--- config.mk ---
export PLATFORM = sky130hd
export DESIGN_NAME = mac_accumulate
export DESIGN_NICKNAME = d
export VERILOG_FILES = /design/src/rtl/mm_pkg.sv /design/src/rtl/mac_pipe.sv /design/src/rtl/mac_accumulate.sv
export SDC_FILE = /design/constraint.sdc
export NUM_CORES = 1
export LEC_CHECK = 0
export CELL_PAD_IN_SITES_DETAIL_PLACEMENT = 1
export CELL_PAD_IN_SITES_GLOBAL_PLACEMENT = 2
export CORE_ASPECT_RATIO = 1.1
export CORE_MARGIN = 1
export CORE_UTILIZATION = 30
export CTS_CLUSTER_DIAMETER = 80
export CTS_CLUSTER_SIZE = 24
export DETAILED_ROUTE_END_ITERATION = 7
export HOLD_SLACK_MARGIN = 0.02
export PLACE_DENSITY_LB_ADDON = 0.12
export SLEW_MARGIN = 20
export SYNTH_ARGS = -nofsm -noshare
export SYNTH_HDL_FRONTEND = slang
export SYNTH_SLANG_ARGS = --single-unit
--- constraint.sdc ---
create_clock -name CLK -period 3.2 [get_ports CLK]
set_input_delay 0.96 -clock CLK [delete_from_list [all_inputs] [get_ports CLK]]
set_output_delay 0.96 -clock CLK [all_outputs]
set_load 0.01 [all_outputs]
--- src/rtl/mm_pkg.sv ---
// Shared definitions for the matrix-multiply datapath.
// Provides default dimensions, the accumulator width rule and signed datapath typedefs
// sized for the default configuration.
package mm_pkg;

   localparam int unsigned MM_MATRIX_DIM = 8;
   localparam int unsigned MM_ADDR_WIDTH = 6;
   localparam int unsigned MM_DATA_WIDTH = 8;

   // Accumulator wide enough to sum dim full-scale signed products without overflow.
   function automatic int unsigned acc_width(input int unsigned data_width,
                                             input int unsigned dim);
      return 2 * data_width + $clog2(dim);
   endfunction

   localparam int unsigned MM_ACC_WIDTH = acc_width(MM_DATA_WIDTH, MM_MATRIX_DIM);

   typedef logic signed [MM_DATA_WIDTH-1:0]   operand_t;
   typedef logic signed [2*MM_DATA_WIDTH-1:0] product_t;
   typedef logic signed [MM_ACC_WIDTH-1:0]    acc_t;

endpackage

--- src/rtl/mac_pipe.sv ---
// Multiply / accumulate register slice.
// S1 registers the signed product of the operand pair; S2 holds the running sum.
// Ports:
//   CLK, rst_n   clock, asynchronous active-low reset
//   op_valid     operands on data_a/data_b belong to a beat (S0 valid)
//   data_a/b     signed operands
//   first        the product currently in S1 opens a new element
//   prod_valid   S1 product valid (consumed by S2 this cycle)
//   sum_next     sum including the S1 product; registered into the accumulator on prod_valid
module mac_pipe
   import mm_pkg::*;
#(
   parameter int unsigned DATA_WIDTH = MM_DATA_WIDTH,
   parameter int unsigned ACC_WIDTH  = MM_ACC_WIDTH
) (
   input  logic                         CLK,
   input  logic                         rst_n,
   input  logic                         op_valid,
   input  logic signed [DATA_WIDTH-1:0] data_a,
   input  logic signed [DATA_WIDTH-1:0] data_b,
   input  logic                         first,
   output logic                         prod_valid,
   output logic signed [ACC_WIDTH-1:0]  sum_next
);

   localparam int unsigned PROD_WIDTH = 2 * DATA_WIDTH;

   logic signed [PROD_WIDTH-1:0] prod_d;
   logic signed [PROD_WIDTH-1:0] prod_q;
   logic                         prod_valid_q;
   logic signed [ACC_WIDTH-1:0]  acc_q;

   // Operands widened first so the multiply is evaluated at full product width.
   assign prod_d = PROD_WIDTH'(data_a) * PROD_WIDTH'(data_b);

   always_ff @(posedge CLK or negedge rst_n) begin
      if (!rst_n) begin
         prod_valid_q <= 1'b0;
         prod_q       <= '0;
      end else begin
         prod_valid_q <= op_valid;
         if (op_valid) begin
            prod_q <= prod_d;
         end
      end
   end

   // First product of an element replaces the sum instead of adding to it.
   always_comb begin
      sum_next = ACC_WIDTH'(prod_q);
      if (!first) begin
         sum_next = acc_q + ACC_WIDTH'(prod_q);
      end
   end

   always_ff @(posedge CLK or negedge rst_n) begin
      if (!rst_n) begin
         acc_q <= '0;
      end else if (prod_valid_q) begin
         acc_q <= sum_next;
      end
   end

   assign prod_valid = prod_valid_q;

endmodule

--- src/rtl/mac_accumulate.sv ---
// Multiply-accumulate stage behind the matrix-multiply address FSM.
// Each beat (mac_enable) carries a C index; its operands arrive one cycle later from the
// operand RAMs. MATRIX_DIM products are summed per C element and written out 3 cycles
// after the element's last beat.
// Ports:
//   CLK, rst_n        clock, asynchronous active-low reset
//   mac_enable        beat valid from the FSM
//   addr_c            C element index for the beat
//   data_a, data_b    signed operands, valid the cycle after their beat
//   c_we              one-cycle write strobe per element
//   c_addr, c_data    write address / signed data, held between strobes
//   busy              work in flight or a partial sum held
//   done              pulses with the write of the last C address
//   sat_flag          (MAC_SAT_EN only) pulses with c_we when c_data was clamped
// Build option: define MAC_SAT_EN to clamp c_data instead of wrapping when
// OUT_WIDTH < ACC_WIDTH, and to add the sat_flag output.
module mac_accumulate
   import mm_pkg::*;
#(
   parameter int unsigned MATRIX_DIM = MM_MATRIX_DIM,
   parameter int unsigned ADDR_WIDTH = MM_ADDR_WIDTH,
   parameter int unsigned DATA_WIDTH = MM_DATA_WIDTH,
   parameter int unsigned ACC_WIDTH  = acc_width(DATA_WIDTH, MATRIX_DIM),
   parameter int unsigned OUT_WIDTH  = ACC_WIDTH
) (
   input  logic                  CLK,
   input  logic                  rst_n,
   input  logic                  mac_enable,
   input  logic [ADDR_WIDTH-1:0] addr_c,
   input  logic [DATA_WIDTH-1:0] data_a,
   input  logic [DATA_WIDTH-1:0] data_b,
   output logic                  c_we,
   output logic [ADDR_WIDTH-1:0] c_addr,
   output logic [OUT_WIDTH-1:0]  c_data,
   output logic                  busy,
   output logic                  done
`ifdef MAC_SAT_EN
   ,
   output logic                  sat_flag
`endif
);

   localparam int unsigned CNT_WIDTH = (MATRIX_DIM > 1) ? $clog2(MATRIX_DIM) : 1;
   localparam logic [CNT_WIDTH-1:0]  CNT_LAST  = CNT_WIDTH'(MATRIX_DIM - 1);
   localparam logic [ADDR_WIDTH-1:0] ADDR_LAST = ADDR_WIDTH'(MATRIX_DIM * MATRIX_DIM - 1);

   // S0: beat valid and address
   logic                  s0_valid_q;
   logic [ADDR_WIDTH-1:0] s0_addr_q;
   // S1: address travelling alongside the registered product
   logic [ADDR_WIDTH-1:0] s1_addr_q;

   logic [CNT_WIDTH-1:0]  count_d, count_q;
   logic                  prod_valid;
   logic                  first;
   logic                  last;
   logic signed [ACC_WIDTH-1:0] sum_next;

   logic [OUT_WIDTH-1:0]  out_word;
   logic                  c_we_d, c_we_q;
   logic [ADDR_WIDTH-1:0] c_addr_d, c_addr_q;
   logic [OUT_WIDTH-1:0]  c_data_d, c_data_q;
   logic                  done_d, done_q;
`ifdef MAC_SAT_EN
   logic                  out_clamped;
   logic                  sat_d, sat_q;
`endif

   assign first = (count_q == '0);
   assign last  = (count_q == CNT_LAST);

   always_ff @(posedge CLK or negedge rst_n) begin
      if (!rst_n) begin
         s0_valid_q <= 1'b0;
         s0_addr_q  <= '0;
         s1_addr_q  <= '0;
      end else begin
         s0_valid_q <= mac_enable;
         if (mac_enable) begin
            s0_addr_q <= addr_c;
         end
         if (s0_valid_q) begin
            s1_addr_q <= s0_addr_q;
         end
      end
   end

   mac_pipe #(
      .DATA_WIDTH (DATA_WIDTH),
      .ACC_WIDTH  (ACC_WIDTH)
   ) u_mac_pipe (
      .CLK        (CLK),
      .rst_n      (rst_n),
      .op_valid   (s0_valid_q),
      .data_a     (data_a),
      .data_b     (data_b),
      .first      (first),
      .prod_valid (prod_valid),
      .sum_next   (sum_next)
   );

   // Beat counter advances only on products reaching S2, so stalls freeze it.
   always_comb begin
      count_d = count_q;
      if (prod_valid) begin
         count_d = last ? '0 : count_q + CNT_WIDTH'(1);
      end
   end

   always_ff @(posedge CLK or negedge rst_n) begin
      if (!rst_n) begin
         count_q <= '0;
      end else begin
         count_q <= count_d;
      end
   end

   // Output word formation: wrap by truncation, or clamp when saturation is built in.
   if (OUT_WIDTH < ACC_WIDTH) begin : g_narrow
`ifdef MAC_SAT_EN
      localparam logic signed [ACC_WIDTH-1:0] OUT_MAX =
         {{(ACC_WIDTH-OUT_WIDTH+1){1'b0}}, {(OUT_WIDTH-1){1'b1}}};
      localparam logic signed [ACC_WIDTH-1:0] OUT_MIN =
         {{(ACC_WIDTH-OUT_WIDTH+1){1'b1}}, {(OUT_WIDTH-1){1'b0}}};

      always_comb begin
         out_word    = sum_next[OUT_WIDTH-1:0];
         out_clamped = 1'b0;
         if (sum_next > OUT_MAX) begin
            out_word    = OUT_MAX[OUT_WIDTH-1:0];
            out_clamped = 1'b1;
         end else if (sum_next < OUT_MIN) begin
            out_word    = OUT_MIN[OUT_WIDTH-1:0];
            out_clamped = 1'b1;
         end
      end
`else
      assign out_word = sum_next[OUT_WIDTH-1:0];
`endif
   end else begin : g_full
      assign out_word = sum_next[OUT_WIDTH-1:0];
`ifdef MAC_SAT_EN
      assign out_clamped = 1'b0;
`endif
   end

   // The final product of an element goes straight to the output registers while the
   // accumulator is free to take the next element's first product in the same cycle.
   always_comb begin
      c_we_d   = 1'b0;
      c_addr_d = c_addr_q;
      c_data_d = c_data_q;
      done_d   = 1'b0;
`ifdef MAC_SAT_EN
      sat_d    = 1'b0;
`endif
      if (prod_valid && last) begin
         c_we_d   = 1'b1;
         c_addr_d = s1_addr_q;
         c_data_d = out_word;
         done_d   = (s1_addr_q == ADDR_LAST);
`ifdef MAC_SAT_EN
         sat_d    = out_clamped;
`endif
      end
   end

   always_ff @(posedge CLK or negedge rst_n) begin
      if (!rst_n) begin
         c_we_q   <= 1'b0;
         c_addr_q <= '0;
         c_data_q <= '0;
         done_q   <= 1'b0;
`ifdef MAC_SAT_EN
         sat_q    <= 1'b0;
`endif
      end else begin
         c_we_q   <= c_we_d;
         c_addr_q <= c_addr_d;
         c_data_q <= c_data_d;
         done_q   <= done_d;
`ifdef MAC_SAT_EN
         sat_q    <= sat_d;
`endif
      end
   end

   assign c_we   = c_we_q;
   assign c_addr = c_addr_q;
   assign c_data = c_data_q;
   assign done   = done_q;
`ifdef MAC_SAT_EN
   assign sat_flag = sat_q;
`endif

   // The output strobe counts as a stage, so busy drops the cycle after the last write.
   assign busy = s0_valid_q | prod_valid | (count_q != '0) | c_we_q;

endmodule

==> flow_summary.yaml, run 1 <==
power_and_ir_drop:
  power.density_nw_per_um2: 993
  pwr-share-comb_pct: 69.0
  p_int_mw: 4.87
  p_total_mw: 8.68
  clockPowerShare_pct: 11.4
  pwr-share-seq_pct: 19.6
  p_leak_nw: 4.06
  netSwitchingPower_mw: 3.80
  peakVddDrop_mv: 0.427
  sw_frac_of_total_pct: 43.9
run:
  max_cap_viol_count: 0
final_layout:
  diodes: 0
  final_layout_size_suffix_gt1_share_pct: 26.6
  final_cell_mix: "79 x dfrtp_1, 76 x inv_1, 71 x nand2_1, 56 x buf_4, 52 x fa_1"
  final_core_util_pct: 40.7
  finish.instance_area_sq_um: 8730
  area_delta_synth_final_pct: 32.2
  num-fill-cells: 2456
  fin_cells: 1106
  nets: 942
  final_common_cell: "dfrtp_1"
placement:
  dp_cells: 1073
  pre_cts_ws_ns: -2.32
  io_buffer_count: 52
  gp_congestion: 0.847
  dp_hpwl_um: 13700
  placed_cell_area_sq_um: 7980
synthesis:
  synth_area_sq_um: 6610
  synth_area_leaders: "dfrtp_1 30%, fa_1 17%, ha_1 9.5%, inv_1 5.4%, nand2_1 4.3%"
  synth_nets: 828
  synth_compound_area_share_pct: 12.6
  synthArstFlopShare_pct: 100
  synth_top_family_by_area: "adder cells"
  synthAdderAreaFrac_pct: 26.4
  synth.distinct_cells: 52
  ys.flop_type: "dfrtp_1"
  netlist_instances: 697
  synth_edf_count: 0
  yosys-mux-area-fraction_pct: 5.60
  synth.avg_cell_area_sq_um: 9.48
  ys.warnings.count: 0
  synth_xor_area_share_pct: 3.31
  ys_ff_latch: 79
  synth-seq-area-share_pct: 29.9
  synth-simple-area-share_pct: 15.5
  yosysTopAreaCell: "dfrtp_1"
  synth_top_area_share_pct: 29.9
timing:
  maxSlewHeadroom_pct: 57.9
  tightestPinTransition_ns: 0.629
  skew_ns: 0.0134
  setup_violations: 12
  slew_viol_final: 0
  rsz0062_at_grt: "yes"
  finalCriticalPeriod_ns: 4.60
  fin_crit_sh_pct: 144
  fin_ws_ns: -1.40
  hold_viol_final: 0
  fmax_mhz: 217
cts:
  cts_sinks: 79
  cts_max_path_buffers: 2
  cts.clk_slew.worst_paths_ns: 0.07
  htree_num_levels: 3
  root_buffer: "clkbuf_16"
  cts_tree: "done"
  cts_made_buffers: 9
  clk_latency_ns: 0.34
floorplanning:
  ioPinCount: 53
  die-area_sq_um: 22600
  core_area_sq_um: 21400
  die_height_um: 158
  start_util_pct: 30.8
  fp-row-count: 56
  die_w_um: 144
detailed_routing:
  dr.pass1.iters: 4
  drt-vias-per-instance: 4.73
  drtIter0Drc: 131
  wl_per_cell_um: 15.7
  drc: 0
  ant_nets: 0
  num_vias: 5227
  wirelength_um: 17300
global_routing:
  grt_use_total_pct: 16.6
  antenna_found_initial: 0
  grt_pass1_wl_um: 29300
  gr-total-overflow: 0
  grt_max_degree: 52
  grt_pass1_vias: 5801
status:
  status: "finished with violations"
  violations: "negative setup slack"
worst_setup_path:
  crit_fanout: 4
  end_kind: "register"
  critical_path_arrival_ns: 4.84
  critPathKind: "in -> reg"
  cp-start-kind: "input port"
  crit_required_ns: 3.44
hold_path:
  hp-class: "reg -> reg"
final timing paths:
kind / depth (start not counted) / slack [ns] / start / end
worst max-delay path: 15 / -1.40 / data_b[3] / u_mac_pipe.prod_q[14]$_DFFE_PN0P_
worst min-delay path: 2 / 0.48 / c_data[10]$_DFFE_PN0P_ / c_data[10]$_DFFE_PN0P_
worst max register to register: 10 / 0.19 / u_mac_pipe.prod_q[0]$_DFFE_PN0P_ / u_mac_pipe.acc_q[18]$_DFFE_PN0P_
worst min register to register: 2 / 0.48 / c_data[10]$_DFFE_PN0P_ / c_data[10]$_DFFE_PN0P_
max in group asynchronous: 2 / 2.00 / rst_n / u_mac_pipe.acc_q[18]$_DFFE_PN0P_
min in group asynchronous: 1 / 0.58 / rst_n / c_data[6]$_DFFE_PN0P_
power groups by stage:
stage / logic, mW / registers (mW) / clock network [mW]
global route: 6.68 / 1.76 / 1.06
finish: 5.98 / 1.70 / 0.993
floorplan: 3.71 / 1.69 / 0
global placement: 5.41 / 1.70 / 0
detailed placement: 5.54 / 1.72 / 0
CTS: 5.93 / 1.71 / 1.03
routing by layer:
metal  GRT usage (%)  wire length [um]  vias to the layer above
met2            30.7              9100                       48
met5               0                 0                        -
li1                -                 -                     2529
met3            1.51               240                       14
met1            20.2              7780                     2636
met4            4.81               233                        0
synthesized netlist by cell type, types with 10 or more instances:
cell type and number:
nand2_1 75, nor2b_1 12, a21oi_1 37, ha_1 50, dfrtp_1 79, and2_1 39, mux2i_1 10, clkbuf_1 21
o21ai_0 37, mux2_2 24, nand3_1 11, nor2_1 30, fa_1 56, inv_1 95, xnor2_1 17
cell type report:
type                    count  area (sq um)  share of cell area (%)
flip-flops and latches     79          1980                    22.6
well taps                 290           363                    4.15
clock inverters             7          55.1                   0.630
inverters                  95           362                    4.14
repair buffers            126          1180                    13.5
clock buffers               9           225                    2.58
multi-input cells         500          4580                    52.4
critical path, cell delays in order:
cell,delay (ns)
buf_8,0.11
and2_4,0.16
fa_2,0.59
inv_2,0.06
fa_1,0.52
inv_2,0.04
fa_1,0.47
inv_1,0.06
fa_1,0.51
inv_2,0.05
ha_4,0.15
or3_1,0.36
o211a_1,0.23
or3_1,0.33
a31o_2,0.24
metrics by stage:
step                hold WS, ns  setup TNS [ns]
floorplan                 0.352          -11.24
global placement          0.462          -22.37
detailed placement        0.469          -23.05
CTS                       0.483          -11.54
global route              0.516          -12.83
finish                    0.480          -11.57
flip-flops by register name, summed over array words and instances (netlist names):
name	cells
done	1
s0_addr_q	6
u_mac_pipe.prod_q	16
u_mac_pipe.acc_q	19
c_addr	6
c_data	19
s0_valid_q	1
s1_addr_q	6
count_q	3
u_mac_pipe.prod_valid	1
c_we	1
what timing repair did:
action	in CTS	in global routing
setup endpoints to repair	13	12
resized for setup	152	29
buffers inserted	15	4
hold buffers	0	0
pin swaps	36	21
cell families (layout without fill, tap and decap cells):
logic type / after synthesis / after routing
AOI/OAI and AO/OA: 130 / 130
xor gates and xnor gates: 25 / 25
adders and majority gates: 106 / 106
buffers and inverters: 118 / 237
DFF: 79 / 79
muxes: 34 / 34
and+or+nand+nor: 205 / 205
No activity file was read; power rests on OpenSTA's default activity.
==> inputs of run 2 (changes only) <==
--- a/config.mk
+++ b/config.mk
@@ -5,12 +5,13 @@
 export SDC_FILE = /design/constraint.sdc
 export NUM_CORES = 1
 export LEC_CHECK = 0
+export ABC_AREA = 1
 export CELL_PAD_IN_SITES_DETAIL_PLACEMENT = 1
 export CELL_PAD_IN_SITES_GLOBAL_PLACEMENT = 2
 export CORE_ASPECT_RATIO = 1.1
 export CORE_MARGIN = 1
 export CORE_UTILIZATION = 30
-export CTS_CLUSTER_DIAMETER = 80
+export CTS_CLUSTER_DIAMETER = 200
 export CTS_CLUSTER_SIZE = 24
 export DETAILED_ROUTE_END_ITERATION = 7
 export HOLD_SLACK_MARGIN = 0.02
==> flow_summary.yaml, run 2 <==
timing:
  fmax_mhz: 231
  timing.hold.ws_ns: 0.483
  rsz0062_at_grt: "yes"
  fin_ws_ns: -1.13
  maxSlewHeadroom_pct: 49.0
  hold_viol_final: 0
  fin_crit_sh_pct: 135
  skew_ns: 0.0118
  setup_violations: 11
  finalCriticalPeriod_ns: 4.33
  slew_viol_final: 0
  tightestPinTransition_ns: 0.764
  setup_tns_ns: -9.56
synthesis:
  ys_ff_latch: 79
  yosysMostFrequentCell: "nand2_1"
  synth_area_leaders: "dfrtp_1 29%, fa_1 16%, nand2_1 15%, inv_1 9.4%, ha_1 9.2%"
  ys.warnings.count: 0
  synthArstFlopShare_pct: 100
  synth-seq-area-share_pct: 29.1
  synth.distinct_cells: 38
  synth_edf_count: 0
  ys.flop_type: "dfrtp_1"
  synth_top_area_share_pct: 29.1
  yosys-top-cells-count: "268 x nand2_1, 170 x inv_1, 79 x dfrtp_1, 58 x o21ai_0, 56 x fa_1"
  synth_nets: 1018
  synth.avg_cell_area_sq_um: 7.66
  yosysTopAreaCell: "dfrtp_1"
  synth_area_sq_um: 6800
  netlist_instances: 887
detailed_routing:
  dr.pass1.iters: 4
  num_vias: 5907
  drtIter0Drc: 109
  wirelength_um: 19400
  ant_nets: 0
  wl_per_cell_um: 15.0
  drc: 0
  drt-vias-per-instance: 4.57
final_layout:
  final_core_util_pct: 41.3
  area_delta_synth_final_pct: 34.9
  finish.instance_area_sq_um: 9170
  nets: 1123
  final_cell_mix: "241 x nand2_1, 131 x inv_1, 79 x dfrtp_1, 49 x fa_1, 47 x buf_4"
  final_common_cell: "nand2_1"
  multi_input_area_sq_um: 4620
  final_layout_size_suffix_gt1_share_pct: 25.0
  seqCellArea_sq_um: 1980
  num-fill-cells: 2640
  diodes: 0
placement:
  io_buffer_count: 52
  placed_cell_area_sq_um: 8210
  pre_cts_ws_ns: -2.07
  gp_congestion: 0.827
  dp_hpwl_um: 15500
global_routing:
  grt_max_degree: 46
  grt_pass1_vias: 6578
  gr-total-overflow: 0
  grt_use_met1_pct: 18.8
  grt_util_met3_pct: 2.23
  busiest_layer: "met2"
  antenna_found_initial: 0
  grt_pass1_wl_um: 32400
  use_met2_pct: 35.2
  grt_use_total_pct: 17.5
cts:
  cts.clk_slew.worst_paths_ns: 0.07
  cts_tree: "done"
  clk_latency_ns: 0.35
  cts_max_path_buffers: 2
  root_buffer: "clkbuf_16"
  hold_buffers: 0
  htree_num_levels: 3
  cts_made_buffers: 9
  cts_sinks: 79
floorplanning:
  start_util_pct: 30.6
  ioPinCount: 53
  core_area_sq_um: 22200
  fp-row-count: 57
  die_w_um: 146
  die_height_um: 160
  die-area_sq_um: 23300
worst_setup_path:
  end_kind: "register"
  critPathKind: "in -> reg"
  crit_fanout: 6
  critical_path_arrival_ns: 4.60
  reg2reg_depth: 13
  crit_required_ns: 3.48
  cp-start-kind: "input port"
hold_path:
  hp-class: "reg -> reg"
  hold_depth: 2
run:
  max_cap_viol_count: 0
power_and_ir_drop:
  p_leak_nw: 4.67
  peakVddDrop_mv: 0.321
  power.density_nw_per_um2: 1030
status:
  violations: "negative setup slack"
  status: "finished with violations"
run 2: cell types whose count changed in the layout (fill, tap and decap cells not counted), sizes merged, moves of 19 or more:
cell   delta
mux2     -19
o21ai    +22
nand2   +197
inv      +78
and2     -39
nand3    +29
run 2: power by group:
group	switching (mW)	leakage (nW)	internal (mW)
Clock	0.483	0.144	0.552
Combinational	3.69	3.55	3.03
Sequential	0.273	0.975	1.39
run 2: cells by family (layout without fill, tap and decap cells):
kind of cell / Yosys count / in the layout / synth area share (%)
adders and majority gates: 106 / 106 / 25.7
AOI/OAI and AO/OA: 102 / 102 / 8.10
and+or+nand+nor: 378 / 378 / 22.9
buffers and inverters: 203 / 313 / 11.5
xor gates and xnor gates: 14 / 14 / 1.80
DFF: 79 / 79 / 29.1
muxes: 5 / 5 / 0.829
run 2: final timing paths:
path                                                       from                                 to  slack (ns)
worst max-delay path                                  data_a[7]  u_mac_pipe.prod_q[15]$_DFFE_PN0P_       -1.13
worst min-delay path                     c_data[12]$_DFFE_PN0P_             c_data[12]$_DFFE_PN0P_        0.48
worst max register to register  u_mac_pipe.acc_q[0]$_DFFE_PN0P_             c_data[14]$_DFFE_PN0P_        0.74
worst min register to register           c_data[12]$_DFFE_PN0P_             c_data[12]$_DFFE_PN0P_        0.48
max in group asynchronous                                 rst_n               s0_valid_q$_DFF_PN0_        2.01
min in group asynchronous                                 rst_n              c_data[6]$_DFFE_PN0P_        0.57
run 2: cell type report:
type	instances	area share (%)
clock buffer	9	2.46
clock inverter	7	0.791
inverter	171	7.14
multi-input combinational	605	50.4
sequential	79	21.6
tap	295	4.03
timing repair buffer	126	13.6
run 2: critical path: stages:
cell     delay (ns)
buf_12         0.12
buf_6          0.11
nand2_4        0.04
inv_2          0.03
fa_2           0.60
inv_2          0.07
buf_6          0.11
fa_1           0.52
fa_1           0.43
fa_1           0.51
inv_2          0.05
ha_4           0.31
nand2_4        0.06
nor2_4         0.14
nand3_2        0.10
and3_4         0.20
nand2_2        0.05
nand2_1        0.04
o21ai_1        0.11
run 2: through the flow:
stage / std cells / power (mW)
final: 1292 / 9.41
after global routing: 1292 / 10.4
after CTS: 1279 / 9.03
after detailed placement: 1256 / 7.35
after global placement: 1256 / 7.18
after floorplan: 887 / 5.50
run 2: what timing repair did:
item,in CTS,in global routing
setup endpoints to repair,13,12
pin swaps,55,60
setup buffers,8,16
resized for setup,143,100
run 2: per-layer routing:
layer | vias up | share of wire (%)
met5 | - | 0
met4 | 0 | 1.9
met3 | 20 | 1.3
met2 | 44 | 56
met1 | 2926 | 41
li1 | 2917 | -
